## src/rtl/sramgen_sram_masked_init.sv

```systemverilog
// sramgen_sram_masked_init
//
// Single-port synchronous SRAM with per-lane write masking and a built-in
// zero-initialisation sequencer.  After every reset the macro walks through
// all RAM_DEPTH words writing zero, one word per clock, while busy is high
// and all requests are ignored.  Once that sweep finishes the memory serves
// reads (one-cycle latency) and masked writes.
//
// Ports:
//   clk        - clock, everything samples on the rising edge
//   rst        - synchronous active-high reset
//   vdd, vss   - power pins, only present when USE_POWER_PINS is defined
//   ce         - chip enable, a request is accepted only when high
//   we         - 1 = write, 0 = read
//   wmask      - per-lane write enable, bit i covers din lane i (lane 0 = LSBs)
//   addr       - word address
//   din        - write data
//   dout       - read data, holds its value between reads
//   dout_valid - high for the cycle after a read was accepted
//   busy       - initialisation in progress, requests are ignored
module sramgen_sram_masked_init #(
    parameter int DATA_WIDTH  = 32,
    parameter int ADDR_WIDTH  = 6,
    parameter int WMASK_WIDTH = 4
) (
`ifdef USE_POWER_PINS
    inout  wire                     vdd,
    inout  wire                     vss,
`endif
    input  logic                    clk,
    input  logic                    rst,
    input  logic                    ce,
    input  logic                    we,
    input  logic [WMASK_WIDTH-1:0]  wmask,
    input  logic [ADDR_WIDTH-1:0]   addr,
    input  logic [DATA_WIDTH-1:0]   din,
    output logic [DATA_WIDTH-1:0]   dout,
    output logic                    dout_valid,
    output logic                    busy
);

    localparam int RAM_DEPTH  = 1 << ADDR_WIDTH;
    localparam int LANE_WIDTH = DATA_WIDTH / WMASK_WIDTH;

    typedef enum logic {
        INIT,
        READY
    } state_t;

    state_t                 state;
    state_t                 state_next;
    logic [ADDR_WIDTH-1:0]  cnt;
    logic [ADDR_WIDTH-1:0]  cnt_next;
    logic                   rd_accept;
    logic                   wr_accept;

    logic [DATA_WIDTH-1:0]  mem [RAM_DEPTH];

    // State and init-counter register.  Reset always restarts the clearing
    // sweep from word 0, whether it arrives mid-sweep or in normal operation.
    always_ff @(posedge clk) begin
        if (rst) begin
            state <= INIT;
            cnt   <= '0;
        end else begin
            state <= state_next;
            cnt   <= cnt_next;
        end
    end

    // Next-state logic.  The counter advances once per cycle in INIT; the
    // edge that clears the last word moves to READY, and the counter wraps
    // back to 0 by natural overflow so it is ready for the next sweep.
    always_comb begin
        state_next = state;
        cnt_next   = cnt;
        case (state)
            INIT: begin
                cnt_next = cnt + 1'b1;
                if (cnt == {ADDR_WIDTH{1'b1}}) begin
                    state_next = READY;
                end
            end
            READY: begin
                state_next = READY;
            end
            default: begin
                state_next = INIT;
                cnt_next   = '0;
            end
        endcase
    end

    assign busy      = (state == INIT);
    assign rd_accept = (state == READY) && ce && !we;
    assign wr_accept = (state == READY) && ce && we;

    // Storage.  Nothing is written on a reset edge, so a request pending
    // alongside reset is dropped.  During INIT the sweep owns the array;
    // in READY only the lanes selected by wmask are overwritten, so an
    // all-zero mask behaves as a write that changes nothing.
    always_ff @(posedge clk) begin
        if (!rst) begin
            if (state == INIT) begin
                mem[cnt] <= '0;
            end else if (wr_accept) begin
                for (int i = 0; i < WMASK_WIDTH; i++) begin
                    if (wmask[i]) begin
                        mem[addr][i*LANE_WIDTH +: LANE_WIDTH] <= din[i*LANE_WIDTH +: LANE_WIDTH];
                    end
                end
            end
        end
    end

    // Read port.  dout only changes on an accepted read and otherwise holds
    // its last value; dout_valid flags exactly the cycles following a read.
    // A read right after a write to the same word sees the merged data
    // because the array was already updated on the previous edge.
    always_ff @(posedge clk) begin
        if (rst) begin
            dout       <= '0;
            dout_valid <= 1'b0;
        end else begin
            dout_valid <= rd_accept;
            if (rd_accept) begin
                dout <= mem[addr];
            end
        end
    end

endmodule

```

## config.mk

```make
export PLATFORM = sky130hd
export DESIGN_NAME = sramgen_sram_masked_init
export DESIGN_NICKNAME = d
export VERILOG_FILES = /design/src/rtl/sramgen_sram_masked_init.sv
export SDC_FILE = /design/constraint.sdc
export NUM_CORES = 2
export LEC_CHECK = 0
export BUFFER_PORTS_ARGS = -buffer_cell sky130_fd_sc_hd__buf_2
export CORE_MARGIN = 2
export CORE_UTILIZATION = 55
export CTS_CLUSTER_SIZE = 12
export DETAILED_ROUTE_END_ITERATION = 10
export PLACE_DENSITY = 0.71
export RECOVER_POWER = 100
export SKIP_CTS_REPAIR_TIMING = 1
export SYNTH_ARGS = -nofsm -noshare
export SYNTH_HDL_FRONTEND = slang
export SYNTH_SLANG_ARGS = --single-unit
```

## constraint.sdc

```tcl
create_clock -name clk -period 7.1 [get_ports clk]
set_input_delay 1.42 -clock clk [delete_from_list [all_inputs] [get_ports clk]]
set_output_delay 1.42 -clock clk [all_outputs]
set_load 0.01 [all_outputs]
```

After elaboration in Yosys (flattened, before gate mapping)
Memories as Yosys holds them, arrays and structs flattened. A register that Yosys moved wholly into a read port is not among the register bits. Index checks and enable logic that the tools add are counted.

Memories kept: 1. Output and inout port bits: 34. Register bits after elaboration: 8. RAM bits: 2048.

Reductions and logical operators: 5. Bitwise operators: 1. Eq/ne operators: 1. Mux-type cells: 28. $add $sub $neg: 1.

Memories: mem (words 64, width 32, read ports 1, clocked after Yosys merged registers in 1, write ports 1, line 57) `logic [DATA_WIDTH-1:0] mem [RAM_DEPTH];`.

Operators by type and width (number): $mux W32 (1); $reduce_or A32 Y1 (1); $mux W1 (24); $add A6 B1 Y6 const B (1); $eq A6 B6 Y1 const B (1); $mux W6 (1); $mux W4 (1); $logic_and A1 B1 Y1 (3); $pmux W1 S2 (1); $logic_not A1 Y1 (1); $not A1 Y1 (1).

Depth between registers and ports, before layout
Depth after elaboration: 8. Gate-level depth with buffers: 10.

Worst setup path after synthesis
OpenSTA, ideal clock, no wires.

Kind: input to register. Start: in rst. End: mem mem[0][10] (data pin). Slack: 3.191 ns. Library setup time: 0.367 ns. Arrival time: 3.542 ns. Cell stages on the path: 7. Cells stage by stage: buf_2 -> nand4b_1 -> nor2_1 -> buf_2 -> buf_2 -> clkbuf_1 -> and2_1.

Cells in the longest elaborated chain, start to end: 4. Elaborated cells on any way between the ends: 10. Classes of those cells: mux (9); reduce/logical (1).

RTL lines: start: declaration (line 31) `input logic rst,`; $mux W1 (line 103) `if (!rst) begin`; $mux W1 (implied by the code) (line 109) `mem[addr][i*LANE_WIDTH +: LANE_WIDTH] <= din[i*LANE_WIDTH +: LANE_WIDTH];`; $reduce_or A32 Y1 (no source line) *; $mux W32 (no source line) *; end: declaration (line 57).

Mark *: on every way between the ends. The rest lies on a longest branch, timed or not.

Worst setup path after layout
Start: reg state. End: mem mem[21][22] (enable).

Cells in the longest elaborated chain, start to end: 8. Elaborated cells on any way between the ends: 24. Classes of those cells: mux (21); reduce/logical (3).

RTL lines: start: declaration (line 50) `state_t state;`; start signal: assignment (line 66) `state <= state_next;`; $logic_and A1 B1 Y1 (2 in a row) (line 96) `assign wr_accept = (state == READY) && ce && we;`; $mux W1 (line 106) `end else if (wr_accept) begin`; $mux W1 (line 104) `if (state == INIT) begin`; $mux W1 (line 103); $mux W1 (implied by the code) (line 109); $reduce_or A32 Y1 (no source line); $mux W6 (no source line) or $mux W4 (tied branches).

Several ways; a longest one is shown, not always the timed one.

==> impl_summary.md <==
Outcome
The flow ran to the end, but the final reports show violations. The checks that failed: capacitance limit, slew limit.

Setup path
The minimum setup slack among reg-to-reg paths is 1.24 ns. The worst register-to-register path has a depth of 7. The critical path starts at state. The required time at the endpoint of the critical path is 7.44 ns. The type of the worst setup path is flip-flop to flip-flop. For the worst setup path, the data arrival time is 6.20 ns. The kind of capture point of the worst setup path is a flip-flop.

The type of origin of the critical path is a flip-flop. The launching point of the worst reg2reg path is state. The destination of the critical timing path is mem[21][22]. In this run the worst path has a maximum fanout of 31.

The capturing point of the worst reg2reg path is mem[21][22].

STA
Setup violations remaining at the end of the flow were counted as 0. Dividing the final minimum period by the clock period gives 82.6%. The worst max-slew margin expressed relative to the limit is -124%.

The number of pins exceeding their max-slew limit in the final report is 2,071. Setup repair after global routing left no endpoint under its margin. For the pin with the worst max-slew slack, the measured transition is 3.36 ns.

The post-route clock skew is 0.0214 ns. The sum of negative setup slack is 0 ns. The worst path setup slack after routing is 1.24 ns. The count of final hold-check violations is 0.

The post-route minimum period is just under 6 ns. The fmax is 0.171 GHz.

Final layout
The count of cells in the finished layout, fillers not included, comes to 6,045. The most common library cell in the layout ignoring fill and taps is sky130_fd_sc_hd__edfxtp_1. The proportion of layout cells with a drive suffix above 1 is approximately a fifth.

The final net count is 4,029. The top cell types in the final layout, fill and taps aside, are sky130_fd_sc_hd__edfxtp_1 (2,048), sky130_fd_sc_hd__mux4_2 (448), sky130_fd_sc_hd__a22oi_1 (281). The post-route core utilization is 61.0%.

After routing the design area is 88,600 um^2. Compared with the post-synthesis result, the final layout area differs by 10.3%.

Detailed routing
The count of unresolved DRC violations after routing is 0. In this run the remaining antenna-violating nets after routing total 0. The wire length reported by the detailed router is around 190 mm. The first detailed-routing pass ran for 7 iterations. The first-iteration detailed-routing DRC count is 5,157. The total via count after detailed routing is approximately 40,000. Dividing the detail-routed via count by the number of cells gives 6.56. Dividing the detail-routed wire length by the instance count gives between 30 and 40 um.

Floorplanning
During I/O placement, the number of pins put on the boundary was 80. In this run the core area contains 140 standard-cell rows. In this run the horizontal extent of the chip is 386 um.

In this run the vertical extent of the chip is 386 um. The core box area is 145,000 um^2. The full die area is 149,000 um^2.

The starting density of the core is between 50% and 60%.

Place
Input and output buffers added on the ports amount to between 70 and 80. The placed standard-cell area is 83,000 um^2. The final HPWL from detailed placement is 115 mm. The post-placement worst setup slack is 1.39 ns.

The number of placed instances, taps included, is around 5,700. The final weighted congestion in routability-driven placement is between 0.8 and 0.9.

Global routing
The global-route wire length before repair is 279 mm. The number of global-route vias before repair is between 30,000 and 40,000. Entering global routing, the biggest net connects 136 pins. The total routing resource utilization after global routing is 26.5%. Global routing finished with a remaining overflow of 0.

The initial antenna violation count is 22.

Yosys
Ranked by total cell area, the synthesized netlist is headed by sky130_fd_sc_hd__edfxtp_1 (77%), sky130_fd_sc_hd__mux4_2 (13%), sky130_fd_sc_hd__a22oi_1 (2.6%). The top-area cell type share of the netlist area is 76.6%. The combined area of all synthesized cells is 80,300 um^2. The cell taking the most area after synthesis is sky130_fd_sc_hd__edfxtp_1. The count of distinct cell types in the synthesized netlist is 37. A synthesized cell averages 20.8 um^2.

Summing the sequential cell areas from Yosys gives between 70% and 80% of the chip area. The number of storage elements in the synthesis netlist is 2,088. The synthesized instance count is 3,856. The total of warnings raised by yosys is 0. The number of nets in the synthesized netlist is 3,903.

Power and ir drop
The power density normalized to cell area is 269 nW/um^2. The worst-case vdd ir drop is 0.234 mV. The cell leakage power is 31.1 nW.

CTS
The buffer levels on the longest clock path is 3. The H-tree was split into 4 levels. The clock net in this run drives a total of 2,088 sinks. The clock insertion delay at the later pin of the skew report is 0.83 ns.

The cell sitting at the root of the clock tree is a sky130_fd_sc_hd__clkbuf_16. The clock transition at the registers of the reported paths is 0.06 ns. Buffers inserted during clock tree synthesis total 203. The clock tree from TritonCTS is yes.

Run
The max-capacitance violation count is between 40 and 50.

Worst hold path
The worst hold path belongs to the class flip-flop to flip-flop.
-- layout make-up --
class	count	area [um^2]
Antenna cell	9	22.5
Inverter	5	18.8
Tap cell	1917	2400
Fill cell	9938	56700
Clock buffer	303	5620
Timing Repair Buffer	174	948
Clock inverter	39	290
Multi-Input combinational cell	1510	17000
Sequential cell	2088	62300
-- worst max-delay path, cell delays in order, from the launching register on --
cell	delay, ns
sky130_fd_sc_hd__dfxtp_1	0.87
sky130_fd_sc_hd__nand4b_1	0.25
sky130_fd_sc_hd__nor2_4	0.67
sky130_fd_sc_hd__nor4bb_1	0.14
sky130_fd_sc_hd__a31oi_1	2.17
sky130_fd_sc_hd__buf_4	0.70
sky130_fd_sc_hd__buf_4	0.31
sky130_fd_sc_hd__nor3_1	0.22
-- metrics by stage --
step	power [mW]	hold slack (ns)
2_1_floorplan	14.1	0.568
3_3_place_gp	14.3	0.615
3_5_place_dp	14.3	0.607
4_1_cts	23.9	0.617
5_1_grt	24.5	0.689
6_report	23.9	0.619
-- worst min path at each step --
stage | from | to | slack, ns | depth (start not counted)
final | dout[23] | dout[23] | 0.62 | 3
after global routing | dout[23] | dout[23] | 0.69 | 3
after CTS | dout[23] | dout[23] | 0.62 | 3
after detailed placement | dout[23] | dout[23] | 0.61 | 3
after global placement | dout[23] | dout[23] | 0.61 | 3
after floorplan | cnt[1] | cnt[1] | 0.57 | 3
-- flip-flops by register name, summed over array words and instances (netlist names) --
signal / count
dout_valid: 1
dout: 32
cnt: 6
state: 1
mem: 2048
-- power breakdown --
group / switching, mW / leakage [nW] / internal (mW)
Clock: 4.39 / 2.85 / 5.43
Sequential: 0.0127 / 22.8 / 13.4
Combinational: 0.428 / 5.48 / 0.235
Total: 4.83 / 31.1 / 19.0
-- per-layer routing --
metal	vias up	wire, um	global-route usage [%]
li1	16300	-	-
met1	20600	74100	36.6
met2	2315	91000	40.3
met3	380	23100	8.29
met4	8	6480	9.37
met5	-	49	0
-- cell families (layout without fill, tap and decap cells) --
group	Yosys count	count (layout)	share of synthesized area [%]
AOI/OAI and AO/OA	403	403	3.45
xor gates and xnor gates	5	5	0.0546
DFF	2088	2088	77.6
other	0	9	0
muxes	585	585	14.3
and+or+nand+nor	516	516	3.10
buffers and inverters	258	521	1.48
adders and majority gates	1	1	0.0156
-- Yosys cell counts --
cell	number
sky130_fd_sc_hd__or4_1	26
sky130_fd_sc_hd__a32oi_1	7
sky130_fd_sc_hd__nor4b_1	3
sky130_fd_sc_hd__a21o_1	4
sky130_fd_sc_hd__edfxtp_1	2048
sky130_fd_sc_hd__a22oi_1	281
sky130_fd_sc_hd__nor4bb_1	4
sky130_fd_sc_hd__buf_1	32
sky130_fd_sc_hd__dfxtp_1	40
sky130_fd_sc_hd__buf_4	9
sky130_fd_sc_hd__inv_1	5
sky130_fd_sc_hd__clkbuf_2	1
sky130_fd_sc_hd__and3_1	9
sky130_fd_sc_hd__or3b_2	1
sky130_fd_sc_hd__and2_1	34
sky130_fd_sc_hd__nand4b_1	1
sky130_fd_sc_hd__nor3_1	76
sky130_fd_sc_hd__nor4_1	2
sky130_fd_sc_hd__or4b_1	6
sky130_fd_sc_hd__ha_1	1
sky130_fd_sc_hd__mux4_2	448
sky130_fd_sc_hd__a31oi_1	11
sky130_fd_sc_hd__nor2_1	204
sky130_fd_sc_hd__xor2_1	4
sky130_fd_sc_hd__nand2b_1	16
sky130_fd_sc_hd__nand4bb_1	1
sky130_fd_sc_hd__nand4_1	1
sky130_fd_sc_hd__a21oi_1	100
sky130_fd_sc_hd__nand3_1	75
sky130_fd_sc_hd__xnor2_1	1
sky130_fd_sc_hd__mux2_2	5
sky130_fd_sc_hd__nor2b_1	7
sky130_fd_sc_hd__nand2_1	50
sky130_fd_sc_hd__clkbuf_1	141
sky130_fd_sc_hd__buf_2	55
sky130_fd_sc_hd__mux2i_1	132
sky130_fd_sc_hd__buf_6	15
Power figures use the tool's default switching activity.
